File: src/rtl/float_mul_scheduler.sv
// Round-robin scheduler sharing one combinational fp multiplier across NUM_REQ requesters.
// Optional stall/issue statistics outputs: define FLOAT_MUL_SCHED_STATS_EN.

package fp_pkg;
  typedef struct packed {
    logic       sign;
    logic [4:0] exponent;
    logic [9:0] mantissa;
  } fp16_t;

  localparam int FP16_EXP_W = 5;
endpackage

module float_multi #(
  parameter type fp_t  = fp_pkg::fp16_t,
  parameter int  EXP_W = fp_pkg::FP16_EXP_W
) (
  input  fp_t a_i,
  input  fp_t b_i,
  output fp_t p_o
);
  localparam int W    = $bits(fp_t);
  localparam int MW   = W - 1 - EXP_W;
  localparam int PW   = 2 * MW + 2;
  localparam int EXW  = EXP_W + 2;
  localparam int BIAS = (1 << (EXP_W - 1)) - 1;

  logic [W-1:0]          a_s, b_s, p_s;
  logic [EXP_W-1:0]      a_exp_s, b_exp_s;
  logic [MW-1:0]         a_man_s, b_man_s, man_s;
  logic [PW-1:0]         prod_s;
  logic [MW:0]           man_rnd_s;
  logic                  sign_s, a_zero_s, b_zero_s, a_inf_s, b_inf_s, a_nan_s, b_nan_s;
  logic                  guard_s, sticky_s, round_s;
  logic signed [EXW-1:0] exp_s;

  assign a_s = a_i;
  assign b_s = b_i;
  assign p_o = p_s;

  // Subnormal inputs and results flush to zero; rounding is nearest-even.
  always_comb begin
    sign_s   = a_s[W-1] ^ b_s[W-1];
    a_exp_s  = a_s[W-2 -: EXP_W];
    b_exp_s  = b_s[W-2 -: EXP_W];
    a_man_s  = a_s[MW-1:0];
    b_man_s  = b_s[MW-1:0];
    a_zero_s = (a_exp_s == '0);
    b_zero_s = (b_exp_s == '0);
    a_inf_s  = (a_exp_s == '1) && (a_man_s == '0);
    b_inf_s  = (b_exp_s == '1) && (b_man_s == '0);
    a_nan_s  = (a_exp_s == '1) && (a_man_s != '0);
    b_nan_s  = (b_exp_s == '1) && (b_man_s != '0);
    prod_s   = PW'({1'b1, a_man_s}) * PW'({1'b1, b_man_s});
    if (prod_s[PW-1]) begin
      man_s    = prod_s[PW-2 -: MW];
      guard_s  = prod_s[MW];
      sticky_s = |prod_s[MW-1:0];
    end else begin
      man_s    = prod_s[PW-3 -: MW];
      guard_s  = prod_s[MW-1];
      sticky_s = |prod_s[MW-2:0];
    end
    round_s   = guard_s & (sticky_s | man_s[0]);
    man_rnd_s = {1'b0, man_s} + {{MW{1'b0}}, round_s};
    exp_s     = $signed(EXW'(a_exp_s)) + $signed(EXW'(b_exp_s)) - $signed(EXW'(BIAS))
              + $signed(EXW'(prod_s[PW-1])) + $signed(EXW'(man_rnd_s[MW]));
    if (a_nan_s || b_nan_s || (a_inf_s && b_zero_s) || (b_inf_s && a_zero_s)) begin
      p_s = {1'b0, {EXP_W{1'b1}}, 1'b1, {(MW-1){1'b0}}};
    end else if (a_inf_s || b_inf_s) begin
      p_s = {sign_s, {EXP_W{1'b1}}, {MW{1'b0}}};
    end else if (a_zero_s || b_zero_s) begin
      p_s = {sign_s, {(W-1){1'b0}}};
    end else if (exp_s >= $signed(EXW'((1 << EXP_W) - 1))) begin
      p_s = {sign_s, {EXP_W{1'b1}}, {MW{1'b0}}};
    end else if (exp_s < $signed(EXW'(1))) begin
      p_s = {sign_s, {(W-1){1'b0}}};
    end else begin
      p_s = {sign_s, exp_s[EXP_W-1:0], man_rnd_s[MW-1:0]};
    end
  end
endmodule

module float_mul_scheduler #(
  parameter type fp_t    = fp_pkg::fp16_t,
  parameter int  NUM_REQ = 4,
  parameter int  LATENCY = 2,
  localparam int IDW     = $clog2(NUM_REQ),
  localparam int FPW     = $bits(fp_t)
) (
  input  logic                          clk_i,
  input  logic                          rst_ni,
  input  logic [NUM_REQ-1:0]            req_valid_i,
  output logic [NUM_REQ-1:0]            req_ready_o,
  input  logic [NUM_REQ-1:0][FPW-1:0]   req_opa_i,
  input  logic [NUM_REQ-1:0][FPW-1:0]   req_opb_i,
  output logic                          rsp_valid_o,
  input  logic                          rsp_ready_i,
  output logic [IDW-1:0]                rsp_id_o,
  output logic [FPW-1:0]                rsp_result_o,
  input  logic                          drain_i,
  output logic                          idle_o
`ifdef FLOAT_MUL_SCHED_STATS_EN
  ,
  output logic [31:0]                   stat_issue_cnt_o,
  output logic [31:0]                   stat_stall_cnt_o
`endif
);
  typedef enum logic [1:0] {
    IDLE  = 2'd0,
    RUN   = 2'd1,
    DRAIN = 2'd2
  } state_e;

  state_e               state_q;
  logic [IDW-1:0]       rr_q;
  logic [LATENCY-1:0]   valid_q;
  logic [IDW-1:0]       id_q  [LATENCY];
  fp_t                  opa_q [LATENCY];
  fp_t                  opb_q [LATENCY];
  fp_t                  mul_s;

  logic                 stall_s, any_valid_s, pipe_empty_s, accept_s, gnt_found_s;
  logic [IDW-1:0]       gnt_idx_s;
  logic [IDW:0]         cand_s;

  assign rsp_valid_o  = valid_q[LATENCY-1];
  assign rsp_id_o     = id_q[LATENCY-1];
  assign rsp_result_o = mul_s;
  assign pipe_empty_s = (valid_q == '0);
  assign idle_o       = (state_q == IDLE) && pipe_empty_s;

  // Round-robin search from rr_q upward with wrap; drain and stall block any grant.
  always_comb begin
    any_valid_s = |req_valid_i;
    stall_s     = rsp_valid_o & ~rsp_ready_i;
    gnt_found_s = 1'b0;
    gnt_idx_s   = '0;
    cand_s      = '0;
    for (int k = 0; k < NUM_REQ; k++) begin
      cand_s = (IDW+1)'(rr_q) + (IDW+1)'(k);
      if (cand_s >= (IDW+1)'(NUM_REQ)) begin
        cand_s = cand_s - (IDW+1)'(NUM_REQ);
      end else begin
        cand_s = cand_s;
      end
      if (!gnt_found_s && req_valid_i[cand_s[IDW-1:0]]) begin
        gnt_found_s = 1'b1;
        gnt_idx_s   = cand_s[IDW-1:0];
      end else begin
        gnt_found_s = gnt_found_s;
      end
    end
    accept_s    = (state_q == RUN) && !drain_i && !stall_s && gnt_found_s;
    req_ready_o = '0;
    if (accept_s) begin
      req_ready_o[gnt_idx_s] = 1'b1;
    end else begin
      req_ready_o = '0;
    end
  end

  // Global-stall pipeline; payload only moves with a valid so outputs hold between responses.
  always_ff @(posedge clk_i) begin
    if (!rst_ni) begin
      valid_q <= '0;
      for (int s = 0; s < LATENCY; s++) begin
        id_q[s]  <= '0;
        opa_q[s] <= '0;
        opb_q[s] <= '0;
      end
    end else if (!stall_s) begin
      valid_q[0] <= accept_s;
      if (accept_s) begin
        id_q[0]  <= gnt_idx_s;
        opa_q[0] <= req_opa_i[gnt_idx_s];
        opb_q[0] <= req_opb_i[gnt_idx_s];
      end
      for (int s = 1; s < LATENCY; s++) begin
        valid_q[s] <= valid_q[s-1];
        if (valid_q[s-1]) begin
          id_q[s]  <= id_q[s-1];
          opa_q[s] <= opa_q[s-1];
          opb_q[s] <= opb_q[s-1];
        end
      end
    end
  end

  // Control FSM and round-robin pointer.
  always_ff @(posedge clk_i) begin
    if (!rst_ni) begin
      state_q <= IDLE;
      rr_q    <= '0;
    end else begin
      if (accept_s) begin
        rr_q <= (gnt_idx_s == IDW'(NUM_REQ - 1)) ? '0 : gnt_idx_s + IDW'(1);
      end
      case (state_q)
        IDLE: begin
          if (any_valid_s && !drain_i) state_q <= RUN;
        end
        RUN: begin
          if (drain_i) state_q <= DRAIN;
          else if (!any_valid_s && pipe_empty_s) state_q <= IDLE;
        end
        DRAIN: begin
          if (!drain_i && pipe_empty_s) state_q <= IDLE;
        end
        default: state_q <= IDLE;
      endcase
    end
  end

  float_multi #(.fp_t(fp_t)) u_mul (
    .a_i (opa_q[LATENCY-1]),
    .b_i (opb_q[LATENCY-1]),
    .p_o (mul_s)
  );

`ifdef FLOAT_MUL_SCHED_STATS_EN
  logic [31:0] issue_cnt_q, stall_cnt_q;

  // Saturating activity counters.
  always_ff @(posedge clk_i) begin
    if (!rst_ni) begin
      issue_cnt_q <= 32'd0;
      stall_cnt_q <= 32'd0;
    end else begin
      if (accept_s && (issue_cnt_q != 32'hFFFF_FFFF)) issue_cnt_q <= issue_cnt_q + 32'd1;
      if (stall_s && (stall_cnt_q != 32'hFFFF_FFFF)) stall_cnt_q <= stall_cnt_q + 32'd1;
    end
  end

  assign stat_issue_cnt_o = issue_cnt_q;
  assign stat_stall_cnt_o = stall_cnt_q;
`endif
endmodule

File: config.mk
export PLATFORM = sky130hd
export DESIGN_NAME = float_mul_scheduler
export DESIGN_NICKNAME = d
export VERILOG_FILES = /design/src/rtl/float_mul_scheduler.sv
export SDC_FILE = /design/constraint.sdc
export NUM_CORES = 1
export LEC_CHECK = 0
export ABC_AREA = 1
export CORE_ASPECT_RATIO = 0.7
export CORE_MARGIN = 2
export CORE_UTILIZATION = 35
export CTS_CLUSTER_SIZE = 16
export DETAILED_ROUTE_END_ITERATION = 8
export PLACE_DENSITY = 0.58
export SKIP_LAST_GASP = 1
export SYNTH_ARGS = -nofsm -noshare
export SYNTH_HDL_FRONTEND = slang
export SYNTH_SLANG_ARGS = --single-unit
File: constraint.sdc
create_clock -name clk_i -period 9.4 [get_ports clk_i]
set_input_delay 0.94 -clock clk_i [delete_from_list [all_inputs] [get_ports clk_i]]
set_output_delay 0.94 -clock clk_i [all_outputs]
set_load 0.01 [all_outputs]
==> impl_metrics.ini <==
[clocking]
clk_transition_reported_paths_ns = 0.07
worstSkewPairLatency_ns = 0.34
htree_levels = 3
cts_hold_buf = 0
cts_buffers = 9
clock_path_buffers = 2
cts-root-buf = sky130_fd_sc_hd__clkbuf_16
numClockSinks = 74
cts_tree = done

[route]
routed_via_density = 4.50
drc_errors = 0
detail_route.wirelength_mm = 24.6
wire_length_per_cell_um = 13.0
detail_route.first_pass.iterations = 5
total_number_of_vias = 8537
drt.antenna.violating_nets = 0
drt-initial-drc-count = 395

[layout]
areaGrowthSynthToFinish_pct = 28.0
final_layout_size_suffix_gt1_share_pct = 8.74
fin_nets = 1821
layout_commonest_cell = sky130_fd_sc_hd__nand2_1
fill_cells = 2757
antenna_cells_inserted = 0
final_cell_mix = sky130_fd_sc_hd__nand2_1 (498), sky130_fd_sc_hd__inv_1 (273), sky130_fd_sc_hd__clkdlybuf4s50_1 (144)

[synth]
synth_cells = 1357
ys_async_sr_fraction_pct = 0
yosys.area.top_type_share_pct = 21.5
netlist_area_mm2 = 0.00949
synthesis.yosys.warnings = 0
synth_seq_cells = 74
synth_flop_cell = sky130_fd_sc_hd__edfxtp_1
syn_area_per_cell_um2 = 7.00
number_of_unique_standard_cell_types_used_by_synthesis = 45
synth.yosys.seq_area_share_pct = 22.8
edff_count_synth = 68
synth_area_leader = sky130_fd_sc_hd__edfxtp_1
synth_fp_nets = 1649
synth.top_cells.by_area = sky130_fd_sc_hd__edfxtp_1 (22%), sky130_fd_sc_hd__nand2_1 (20%), sky130_fd_sc_hd__fa_1 (17%), sky130_fd_sc_hd__inv_1 (11%), sky130_fd_sc_hd__ha_1 (9.8%)

[worst_setup_path]
critical_path.max_stage_delay_ns = 0.63
start_kind = register
rr_worst_depth = 12
timing_worst_setup_path_type = reg2out
critical_path.slowest_cell = sky130_fd_sc_hd__edfxtp_1
worst_ep_required_time_ns = 8.46
worstPathMaxFanout = 9
setup.worst_path.end_class = primary output
worst_setup_path_startpoint = opb_q[0][21]$_SDFFCE_PN0P_
rr_startpoint = rr_q[0]$_SDFFE_PN0P_
worstReg2RegEnd = opa_q[0][3]$_SDFFCE_PN0P_
reg2reg_setup_slack_ns = 5.46
worst_ep_arrival_time_ns = 7.98

[die]
die_area_mm2 = 0.0285
cell_rows = 50
fp.dieW_um = 201
io_pins = 160
initial_utilization_pct = 35.5
coreArea_mm2 = 0.0267
floorplan.die.height_um = 142

[worst_hold_path]
hold_start = state_q[1]$_SDFFE_PN0P_
min_to = state_q[1]$_SDFFE_PN0P_
min_path_cells = 2
worst_hold_path_type = reg2reg

[placement]
port-buffer-count = 159
gpl.final_weighted_congestion = 0.868
place_hpwl_mm = 19.9
pre_cts_ws_ns = -0.0613

[pwr]
netSwitchingPower_uw = 1000
fraction_of_power_consumed_by_sequential_logic_pct = 19.1
clock_power_share_pct = 16.6
power_switching_share_pct = 46.7
ir_worst_vdd_v = 0.000105
power-per-cell-area_mw_per_mm2 = 176
comb_power_share_pct = 64.3
p_leak_uw = 0.00648
internal_power_uw = 1140

[global_routing]
first_global_vias = 8488
grt_max_degree = 69
global_route.usage.total_pct = 17.9
grt_remaining_overflow = 0
antenna_found_initial = 0
grt_pass1_wl_mm = 41.4

[sta]
slew_headroom_pct = 27.0
timing.clock.skew_ns = 0.0116
fin_hold_ws_ns = 0.527
maxSlewViolCount = 0
timing.fmax_mhz = 112
tightest_slew_ns = 1.09
fin_ws_ns = 0.482
setup_violations = 0
period_share_pct = 94.9
layout_min_cycle_time_ns = 8.92
final-hold-violation-count = 0

[run]
maxCapViolCount = 0

[outcome]
run_status = complete, no violations
==> per-layer routing <==
layer / GRT usage, % / wire, µm
met1: 25.2 / 12200
met2: 29.5 / 11000
met3: 2.92 / 1240
met4: 3.24 / 256
met5: 0 / 0
==> state kept, by name (all words and copies together), names as in the netlist <==
register  cells
state_q       2
opb_q        32
valid_q       2
id_q          4
rr_q          2
opa_q        32
==> layout make-up <==
| type | count | area [µm²] | share of cell area (%) |
|---|---|---|---|
| Timing Repair Buffer | 212 | 2010 | 16.5 |
| Inverter | 280 | 1050 | 8.67 |
| Tap cell | 364 | 455 | 3.75 |
| Sequential cell | 74 | 2160 | 17.8 |
| Multi-Input combinational cell | 952 | 6170 | 50.8 |
| Clock buffer | 9 | 225 | 1.85 |
| Clock inverter | 7 | 82.6 | 0.680 |
==> power groups by stage <==
stage          clock network, µW  logic (µW)  registers, µW
5_1_grt                      377        1580            412
2_1_floorplan                  0         951            403
6_report                     356        1380            409
3_3_place_gp                   0        1290            418
4_1_cts                      363        1320            409
3_5_place_dp                   0        1280            418
==> worst max-delay path by stage <==
stage | depth (start not counted) | slack (ns) | endpoint
floorplan | 44 | 1.18 | rsp_result_o[6]
global placement | 45 | 0.18 | rsp_result_o[7]
detailed placement | 42 | -0.06 | rsp_result_o[5]
CTS | 45 | -0.01 | rsp_result_o[6]
global route | 48 | -0.06 | rsp_result_o[0]
finish | 43 | 0.48 | rsp_result_o[1]
==> critical path: cells and delay by family (launching register included) <==
family,cells,cell delay [ns]
XOR/XNOR,1,0.19
AO/OA/AOI/OAI,1,0.18
flip-flops,1,0.63
AND/OR/NAND/NOR,22,2.19
buffers and inverters,10,0.82
adder cells (fa/ha/maj),9,3.61
==> logic make-up (layout without fill, tap and decap cells) <==
family / Yosys count / in the layout / share of synthesized area [%]
adders and majority gates: 156 / 156 / 27.0
AOI/OAI and AO/OA: 94 / 94 / 5.69
DFF: 74 / 74 / 22.8
and+or+nand+nor: 684 / 684 / 28.7
buffers and inverters: 331 / 508 / 13.9
xor gates and xnor gates: 17 / 17 / 1.65
muxes: 1 / 1 / 0.237
==> stage by stage <==
stage          cell area [µm²]  instances  util (%)  power (µW)  setup TNS [ns]
4_1_cts                  11900       1882      44.6        2090         -0.0142
6_report                 12200       1898      45.5        2140               0
5_1_grt                  12200       1898      45.5        2360          -0.122
2_1_floorplan             9490       1357         -        1350               0
3_3_place_gp             11500       1851      42.9        1700               0
3_5_place_dp             11500       1851      42.9        1700          -0.194
==> cells in the mapped netlist (3+ instances only) <==
library cell / instances
sky130_fd_sc_hd__a21oi_1: 50
sky130_fd_sc_hd__a21oi_2: 7
sky130_fd_sc_hd__buf_2: 14
sky130_fd_sc_hd__buf_4: 8
sky130_fd_sc_hd__buf_6: 4
sky130_fd_sc_hd__clkbuf_1: 24
sky130_fd_sc_hd__dfxtp_1: 6
sky130_fd_sc_hd__edfxtp_1: 68
sky130_fd_sc_hd__fa_1: 82
sky130_fd_sc_hd__ha_1: 74
sky130_fd_sc_hd__inv_1: 274
sky130_fd_sc_hd__inv_2: 5
sky130_fd_sc_hd__nand2_1: 509
sky130_fd_sc_hd__nand2_2: 3
sky130_fd_sc_hd__nand3_1: 37
sky130_fd_sc_hd__nand4_1: 8
sky130_fd_sc_hd__nor2_1: 99
sky130_fd_sc_hd__nor2_2: 4
sky130_fd_sc_hd__nor3_1: 12
sky130_fd_sc_hd__nor4_1: 3
sky130_fd_sc_hd__o21ai_0: 18
sky130_fd_sc_hd__o21ai_1: 4
sky130_fd_sc_hd__xnor2_1: 4
sky130_fd_sc_hd__xor2_1: 12
==> repair_timing <==
| action | in CTS | in global routing |
|---|---|---|
| setup endpoints to repair | 15 | 15 |
| pin swaps | 2 | 11 |
| buffers inserted | 15 | 16 |
| resized for setup | 13 | 45 |
(Power assumes the default switching activity.)
